**src/rtl/passthrough_pkg.sv**
```systemverilog
// passthrough_pkg: shared types, defaults and helpers for the passthrough arbiter
package passthrough_pkg;
  typedef enum logic {IDLE = 1'b0, LOCKED = 1'b1} state_e;
  localparam int DEFAULT_WIDTH = 8;
  function automatic int clog2(input int n);
    int r;
    r = 0;
    while ((1 << r) < n) r++;
    return r;
  endfunction
endpackage

```
**src/rtl/passthrough_arbiter_rr_pick.sv**
```systemverilog
// rr_pick: first set request scanning upward from base+1, modulo NPORTS
module rr_pick
  import passthrough_pkg::*;
#(
  parameter int NPORTS = 4,
  parameter int SRCW = clog2(NPORTS)
) (
  input  logic [NPORTS-1:0] req,
  input  logic [SRCW-1:0]   base,
  output logic              found,
  output logic [SRCW-1:0]   idx
);
  logic [NPORTS-1:0] rot;
  int p;
  // rotating the doubled vector puts port base+1 at bit 0, so the wrap needs no extra logic
  always_comb begin
    rot = NPORTS'({req, req} >> (int'(base) + 1));
    found = |rot;
    idx = '0;
    p = 0;
    for (int k = NPORTS - 1; k >= 0; k--) begin
      if (rot[k]) begin
        p = int'(base) + 1 + k;
        idx = SRCW'(p >= NPORTS ? p - NPORTS : p);
      end
    end
  end
endmodule

```
**src/rtl/passthrough_arbiter.sv**
```systemverilog
// passthrough_arbiter: packet-locked round-robin arbiter feeding one registered output stage
module passthrough_arbiter
  import passthrough_pkg::*;
#(
  parameter int NPORTS = 4,
  parameter int WIDTH = DEFAULT_WIDTH,
  parameter int SRCW = clog2(NPORTS)
) (
  input  logic                    clock,
  input  logic                    reset,
  input  logic [NPORTS-1:0]       in_valid,
  output logic [NPORTS-1:0]       in_ready,
  input  logic [NPORTS*WIDTH-1:0] in_data,
  input  logic [NPORTS-1:0]       in_last,
  output logic                    out_valid,
  input  logic                    out_ready,
  output logic [WIDTH-1:0]        out_data,
  output logic                    out_last,
  output logic [SRCW-1:0]         out_src
);
  state_e state_q, state_d;
  logic [SRCW-1:0] grant_q, grant_d, rr_last_q, rr_last_d, sel, pick_idx;
  logic [SRCW-1:0] out_src_q, out_src_d;
  logic [WIDTH-1:0] out_data_q, out_data_d;
  logic pick_found, has, free, xfer;
  logic out_valid_q, out_valid_d, out_last_q, out_last_d;

  rr_pick #(.NPORTS(NPORTS), .SRCW(SRCW)) u_pick (
    .req(in_valid),
    .base(rr_last_q),
    .found(pick_found),
    .idx(pick_idx)
  );

  always_ff @(posedge clock) begin
    if (reset) begin
      state_q <= IDLE;
      grant_q <= '0;
      rr_last_q <= SRCW'(NPORTS - 1);
    end else begin
      state_q <= state_d;
      grant_q <= grant_d;
      rr_last_q <= rr_last_d;
    end
  end

  always_comb begin
    state_d = xfer ? (in_last[sel] ? IDLE : LOCKED) : state_q;
    grant_d = (xfer && !in_last[sel]) ? sel : grant_q;
    rr_last_d = (xfer && in_last[sel]) ? sel : rr_last_q;
  end

  // ready never looks at data or last, only at who owns the path and whether the stage can take a beat
  always_comb begin
    free = !out_valid_q || out_ready;
    sel = (state_q == LOCKED) ? grant_q : pick_idx;
    has = (state_q == LOCKED) || pick_found;
    in_ready = (!reset && has && free) ? NPORTS'(1) << sel : '0;
    xfer = |(in_valid & in_ready);
  end

  always_comb begin
    out_valid_d = xfer || (out_valid_q && !out_ready);
    out_data_d = xfer ? in_data[sel*WIDTH +: WIDTH] : out_data_q;
    out_last_d = xfer ? in_last[sel] : out_last_q;
    out_src_d = xfer ? sel : out_src_q;
  end

  always_ff @(posedge clock) begin
    if (reset) begin
      out_valid_q <= 1'b0;
      out_data_q <= '0;
      out_last_q <= 1'b0;
      out_src_q <= '0;
    end else begin
      out_valid_q <= out_valid_d;
      out_data_q <= out_data_d;
      out_last_q <= out_last_d;
      out_src_q <= out_src_d;
    end
  end

  assign out_valid = out_valid_q;
  assign out_data = out_data_q;
  assign out_last = out_last_q;
  assign out_src = out_src_q;
endmodule

```
**config.mk**
```make
export PLATFORM = sky130hd
export DESIGN_NAME = passthrough_arbiter
export DESIGN_NICKNAME = d
export VERILOG_FILES = /design/src/rtl/passthrough_pkg.sv /design/src/rtl/passthrough_arbiter_rr_pick.sv /design/src/rtl/passthrough_arbiter.sv
export SDC_FILE = /design/constraint.sdc
export NUM_CORES = 1
export LEC_CHECK = 0
export CAP_MARGIN = 10
export CORE_ASPECT_RATIO = 1.5
export CORE_MARGIN = 4
export CORE_UTILIZATION = 40
export CTS_CLUSTER_DIAMETER = 150
export DETAILED_ROUTE_END_ITERATION = 12
export GPL_TIMING_DRIVEN = 0
export HOLD_SLACK_MARGIN = 0.15
export PLACE_DENSITY = 0.8
export SLEW_MARGIN = 25
export SYNTH_ARGS = -nofsm -noshare
export SYNTH_HDL_FRONTEND = slang
export SYNTH_SLANG_ARGS = --single-unit
export TNS_END_PERCENT = 1
```
**constraint.sdc**
```tcl
create_clock -name clock -period 2.3 [get_ports clock]
set_input_delay 0.23 -clock clock [delete_from_list [all_inputs] [get_ports clock]]
set_output_delay 0.23 -clock clock [all_outputs]
set_load 0.01 [all_outputs]
```
---- After elaboration in Yosys (flattened, before gate mapping) ----
Cells that the tools add are included.
cells by class
  $lt $le $gt $ge ......................... 5
  bitwise gates (word level) .............. 1
  $add $sub $neg .......................... 8
  shift-type cells ........................ 3
  mux-type cells .......................... 13
  reduce and logical (&&, ||, !) cells .... 14
operators by type and width
  operator                                                                 number
  32-bit by 4-bit >= comparator with 1-bit output (second input constant)  3
  32-bit by 6-bit variable part select with 8-bit output                   1
  2-bit two-way mux                                                        9
  3-bit by 2-bit adder with 4-bit output (second input constant)           2
  4-bit OR reduction                                                       2
  8-bit by 3-bit >> shifter with 4-bit output                              1
  2-bit by 1-bit subtractor with 2-bit output (second input constant)      4
  1-bit logical AND                                                        5
  3-bit by 1-bit adder with 4-bit output (second input constant)           1
  4-bit AND                                                                1
  1-bit logical NOT                                                        4
  4-bit two-way mux                                                        1
  1-bit by 2-bit << shifter with 4-bit output (first input constant)       1
  2-bit by 1-bit adder with 3-bit output (second input constant)           1
  3-bit >= comparator (second input constant)                              1
  1-bit logical OR                                                         3
  2-bit by 3-bit < comparator with 1-bit output (second input constant)    1
  1-bit binary-select mux with 2-bit select                                1
  1-bit two-way mux                                                        2
storage, ports and cells
  input bits .............................. 43
  flip-flop bits (word level) ............. 17
  output and inout bits ................... 16
  logic and storage cells ................. 51

---- Longest topological paths before layout ----
Gate-level depths: netlist of the first run.
  depth in word-level cells ............... 14
  gate-level depth with buffers ........... 9
  depth with buffers taken out ............ 7

---- Cells and area by module ----
From an unflattened synthesis of the first run, not the netlist that was laid out.
second synthesis, totals
  cells, all modules ...................... 157
  area total of the unflattened synthesis .. 1162.4 sq um
by module, submodules not included
  module               cells each  area each (sq um)  instances  seq. area each (sq um)
  passthrough_arbiter  143         1076.0             1          340.3
  rr_pick              14          86.3               1          0.0

---- Worst setup path after synthesis of the first run ----
Ideal clock, no wire load.
  kind .................................... reg2reg
  start point ............................. reg rr_last_q[1]
  end point ............................... reg state_q
  setup time .............................. 0.116 ns
  required time ........................... 2.184 ns
  slack ................................... 0.445 ns
  path buffers ............................ 2
  period minus slack after synthesis ...... 1.855 ns
  cell stages (with the launch flop) ...... 9
  data arrival time ....................... 1.739 ns
  cells stage by stage .................... dfxtp_1 -> nor2b_1 -> o32ai_1 -> a221oi_1 -> or2_1 -> buf_6 -> o211a_1 -> buf_4 -> o211a_1
between the ends
  cells in the longest elaborated chain, start to end .. 13
  elaborated cells on any way between the ends .. 33
  those cells by class .................... add/sub: 8; order compare: 4; shift: 2; mux: 13; bitwise: 1; reduce/logical: 5
RTL lines
  what                                                                                                                   line                                                                  RTL
  start: declaration                                                                                                     passthrough_arbiter.sv:22                                             logic [SRCW-1:0] grant_q, grant_d, rr_last_q, rr_last_d, sel, pick_idx;
  start signal: assignment                                                                                               passthrough_arbiter.sv:39                                             rr_last_q <= SRCW'(NPORTS - 1);
  start signal: assignment                                                                                               passthrough_arbiter.sv:43                                             rr_last_q <= rr_last_d;
  2-bit by 1-bit adder with 3-bit output (*)                                                                             passthrough_arbiter_rr_pick.sv:17, passthrough_arbiter_rr_pick.sv:23
  3-bit by 2-bit adder with 4-bit output                                                                                 passthrough_arbiter_rr_pick.sv:23                                     p = int'(base) + 1 + k;
  32-bit by 4-bit >= comparator with 1-bit output / 2-bit by 1-bit subtractor with 2-bit output (equally long branches)  passthrough_arbiter_rr_pick.sv:24                                     idx = SRCW'(p >= NPORTS ? p - NPORTS : p);
  2-bit two-way mux                                                                                                      passthrough_arbiter_rr_pick.sv:24
  2-bit two-way mux (4 in series)                                                                                        passthrough_arbiter_rr_pick.sv:22                                     if (rot[k]) begin
  2-bit two-way mux                                                                                                      passthrough_arbiter.sv:56                                             sel = (state_q == LOCKED) ? grant_q : pick_idx;
  1-bit by 2-bit << shifter with 4-bit output                                                                            passthrough_arbiter.sv:58                                             in_ready = (!reset && has && free) ? NPORTS'(1) << sel : '0;
  4-bit two-way mux                                                                                                      passthrough_arbiter.sv:58
  4-bit AND                                                                                                              passthrough_arbiter.sv:59                                             xfer = |(in_valid & in_ready);
  4-bit OR reduction                                                                                                     passthrough_arbiter.sv:59
  end signal: assignment                                                                                                 passthrough_arbiter.sv:41                                             state_q <= state_d;
  end: declaration                                                                                                       passthrough_arbiter.sv:21                                             state_e state_q, state_d;
Every way passes the cells marked *; elsewhere a longest branch is shown, timed or not. The select of a mux whose other input is x is not followed.
A chain may end at the register's enable or synchronous reset.

---- Worst setup path in the final report of the first run ----
  start point ............................. in in_valid[3]
  end point ............................... out in_ready[0]
between the ends
  cells in the longest elaborated chain, start to end .. 8
  elaborated cells on any way between the ends .. 12
  those cells by class .................... shift: 2; mux: 6; reduce/logical: 4
RTL lines
  what                                             line                               RTL
  start: declaration                               passthrough_arbiter.sv:11          input logic [NPORTS-1:0] in_valid,
  8-bit by 3-bit >> shifter with 4-bit output (*)  passthrough_arbiter_rr_pick.sv:17  rot = NPORTS'({req, req} >> (int'(base) + 1));
  2-bit two-way mux (4 in series)                  passthrough_arbiter_rr_pick.sv:22
  2-bit two-way mux                                passthrough_arbiter.sv:56
  1-bit by 2-bit << shifter with 4-bit output      passthrough_arbiter.sv:58
  4-bit two-way mux (*)                            passthrough_arbiter.sv:58
  end: declaration                                 passthrough_arbiter.sv:12          output logic [NPORTS-1:0] in_ready,
Every way passes the cells marked *; elsewhere a longest branch is shown, timed or not.

==> results of run 1 <==
-- cell families after synthesis --
| logic type | synth area share, % |
|---|---|
| compound gates | 21.91 |
| buf+inv | 6.080 |
| flops | 28.51 |
| mux | 17.71 |
| simple gates | 25.79 |
-- cell type report --
class                           count  area [µm²]
Timing Repair Buffer               60       595.6
Clock inverter                      1       5.005
Buffer                              8       67.56
Clock buffer                        3       41.29
Sequential cell                    17       344.1
Fill cell                         272       948.4
Multi-Input combinational cell    115       813.3
Tap cell                           39       48.80
Inverter                            5       18.77
-- layer usage --
metal  wire, µm  share of wire (%)  global-route usage [%]
met1       1379                 37                   19.68
met2       2023                 54                   40.61
met3        184                4.9                   4.554
met4        140                3.8                   10.23
met5          0                  0                       0
-- power groups by stage --
stage          logic [W]  clock network [W]  registers, W
6_report         0.00154           0.000234      0.000495
3_5_place_dp     0.00145                  0      0.000485
5_1_grt          0.00167           0.000253      0.000510
4_1_cts          0.00153           0.000234      0.000492
3_3_place_gp     0.00142                  0      0.000480
2_1_floorplan   0.000943                  0      0.000508
-- stage by stage --
stage,area [µm²],utilization [%]
2_1_floorplan,1194,-
3_3_place_gp,1823,63.24
3_5_place_dp,1823,63.24
5_1_grt,1934,67.10
6_report,1934,67.10
4_1_cts,1923,66.71
-- worst paths after layout --
kind                                     to  slack [ns]  cells after the start
worst max-delay path            in_ready[0]       -0.08                      9
worst min register to register  out_data[4]        0.46                      2
worst min-delay path            out_data[4]        0.46                      2
worst max register to register   out_src[0]        0.10                      9
-- flip-flops by register name (all words and copies together) (netlist names) --
signal,cells
out_data,8
out_last,1
out_valid,1
grant_q,2
state_q,1
rr_last_q,2
out_src,2
-- critical path: cells and delay by family --
| family | cells | cell delay, ns |
|---|---|---|
| AO/OA/AOI/OAI | 1 | 0.31 |
| buffers and inverters | 4 | 0.93 |
| AND/OR/NAND/NOR | 4 | 0.66 |
-- cell usage in the layout (no fill, tap or decap), types with 2 or more instances in the layout --
cell / Yosys / routed
nor2_1: 8 / 7
a21oi_2: 7 / 7
buf_6: 2 / 3
buf_4: 1 / 5
o211a_1: 2 / 2
nand2_2: 8 / 8
nor2b_1: 3 / 2
a31oi_1: 2 / 2
a21oi_1: 8 / 8
nand2b_1: 4 / 4
o21ai_0: 3 / 3
nand2_1: 21 / 21
mux2i_1: 20 / 20
clkbuf_8: 0 / 3
dlygate4sd2_1: 0 / 4
dfxtp_1: 17 / 16
inv_1: 5 / 4
nand3_1: 10 / 10
clkdlybuf4s50_1: 0 / 50
clkdlybuf4s15_2: 0 / 2
nor3_1: 2 / 2
-- timing repair --
item / 4_1_cts / 5_1_grt
gates resized for setup: 23 / 4
endpoints found under the setup margin: 7 / 4
setup buffers: 2 / 0
pin swaps: 3 / 1
==> key figures, run 1 <==
Worst setup path
  • FF-to-FF Start: rr_last_q[0]
  • CP arrival: 2.15 ns
  • CP Capture Type: output pin
  • Worst EP required: 2.07 ns
  • CP startpoint kind: primary input
  • CP dominant cell by count: buf_4
  • Largest stage delay, worst path: 0.32 ns
  • CP cell instances: dlygate4sd2_1, or2_4, a221oi_4, nor3_4, buf_4, buf_4, nand2b_1, nor2_1, clkdlybuf4s15_1
  • Crit path launch: in_valid[3]
  • Crit path kind: primary input to output pin
  • Max FO, Critical Path: 10
  • CP max-delay cell: dlygate4sd2_1

GRT
  • Overall Global Routing Usage: 20.80%
  • Pin count of the biggest net entering global routing: 11
  • GRT Residual Overflow: 0
  • Initial antenna violation count: 0
  • First-pass GRT wire length: 6.141 mm
  • Vias in the first global route: 1422

Placement
  • Dpl cells: 242
  • Post-DP HPWL: 2.940 mm
  • Placement Setup Slack: -0.5972 ns
  • Routability cong.: 0.8510
  • Port bufs: 58

Timing
  • Rel. slew slack: 58.62%
  • Final period utilization: 103.7%
  • F_max: 419.4 MHz
  • RSZ-0062 raised after global routing: true
  • Worst Max-Slew Pin Slew: 0.6207 ns
  • Sum Neg Setup Slack: -0.1511 ns
  • Slew Viols, Final: 0
  • Min Tclk post-route: 2.384 ns
  • Fin worst setup slack: -0.08449 ns
  • Worst hold slack: 0.4633 ns
  • Endpoints failing hold: 0
  • Fin Clk Skew: 0.005996 ns
  • Endpoints failing setup: 3

Logic synthesis
  • Synth area leader: dfxtp_1
  • Top cells by area, synth: dfxtp_1 (29%), mux2i_1 (17%), nand2_1 (6.6%), a21oi_2 (5.1%), nand2_2 (4.2%)
  • Post-synth EDFFs: 0
  • Top FF cell, synth: dfxtp_1
  • #FFs+latches synth: 17
  • Mapped Cells: 145
  • Netlist cell types: 35
  • Synthesis Warnings: 0
  • Post-Synthesis Net Count: 188
  • Most common cell in the synthesized netlist: nand2_1
  • Top-area cell type share of the netlist area: 28.51%
  • Post-synthesis sequential area ratio: 28.51%
  • Post-synth top cells: nand2_1 (21), mux2i_1 (20), dfxtp_1 (17)
  • Post-synth ARST share: 0%
  • Mapped Area: 1194 µm²
  • Syn Area/Cell: 8.232 µm²

Finish
  • Area growth, synth to finish: 62.05%
  • Ant diodes: 0
  • Layout cells sized above 1: 20.10%
  • Finished Layout Cells: 248
  • Final net count: 253

Run status
  • Outcome: finished, violations left
  • Failing checks: negative setup slack

Clock tree
  • Root Buffer Master: clkbuf_8
  • Clk sink count: 17
  • CTS Hold Bufs: 0
  • H-tree levels: 1
  • Deepest clock path buffer count: 2
  • CTS tree: done
  • Worst-path clk slew: 0.07 ns
  • Clk_lat worst skew: 0.26 ns
  • Number of CTS-inserted buffers: 3

Power and ir drop
  • Switching power: 0.0009966 W
  • Sequential power share: 21.8%
  • Clock share of power: 10.3%
  • Sw Share: 43.97%
  • Total internal power: 0.001270 W
  • Peak supply drop: 0.0007440 V
  • Pwr Density: 1172 nW/µm²
  • Gate power share: 67.9%
  • Final Power: 0.002266 W
  • Leakage: 0.7865 nW

Job
  • Max Cap Violations: 0

Detailed routing
  • Final ANT Viol Nets: 0
  • Routed vias: 1326
  • Routed wire length: 3.727 mm
  • Via-to-Cell Ratio: 5.347
  • Initial DRC Count: 16
  • Routed wire per std cell: 15.03 µm
  • DR pass1 iterations: 4
  • DRC Markers: 0

Hold path
  • Hold Crit Class: flip-flop to flip-flop
  • Hold wc startpoint: out_data[4]

Floorplan
  • Initial Util: 41.41%
  • Die H: 74.91 µm
  • Core area: 2883 µm²
  • DIE WIDTH: 52.60 µm
  • # rows: 24
  • Die ar.: 3940 µm²
  • Ports: 59
Power figures use the tool's default switching activity.
==> run 2: changes to the inputs <==
--- a/config.mk
+++ b/config.mk
@@ -18,4 +18,4 @@
 export SYNTH_ARGS = -nofsm -noshare
 export SYNTH_HDL_FRONTEND = slang
 export SYNTH_SLANG_ARGS = --single-unit
-export TNS_END_PERCENT = 1
+export TNS_END_PERCENT = 5
==> results of run 2 <==
Final layout, timing and power as in run 1 (identical DEF).
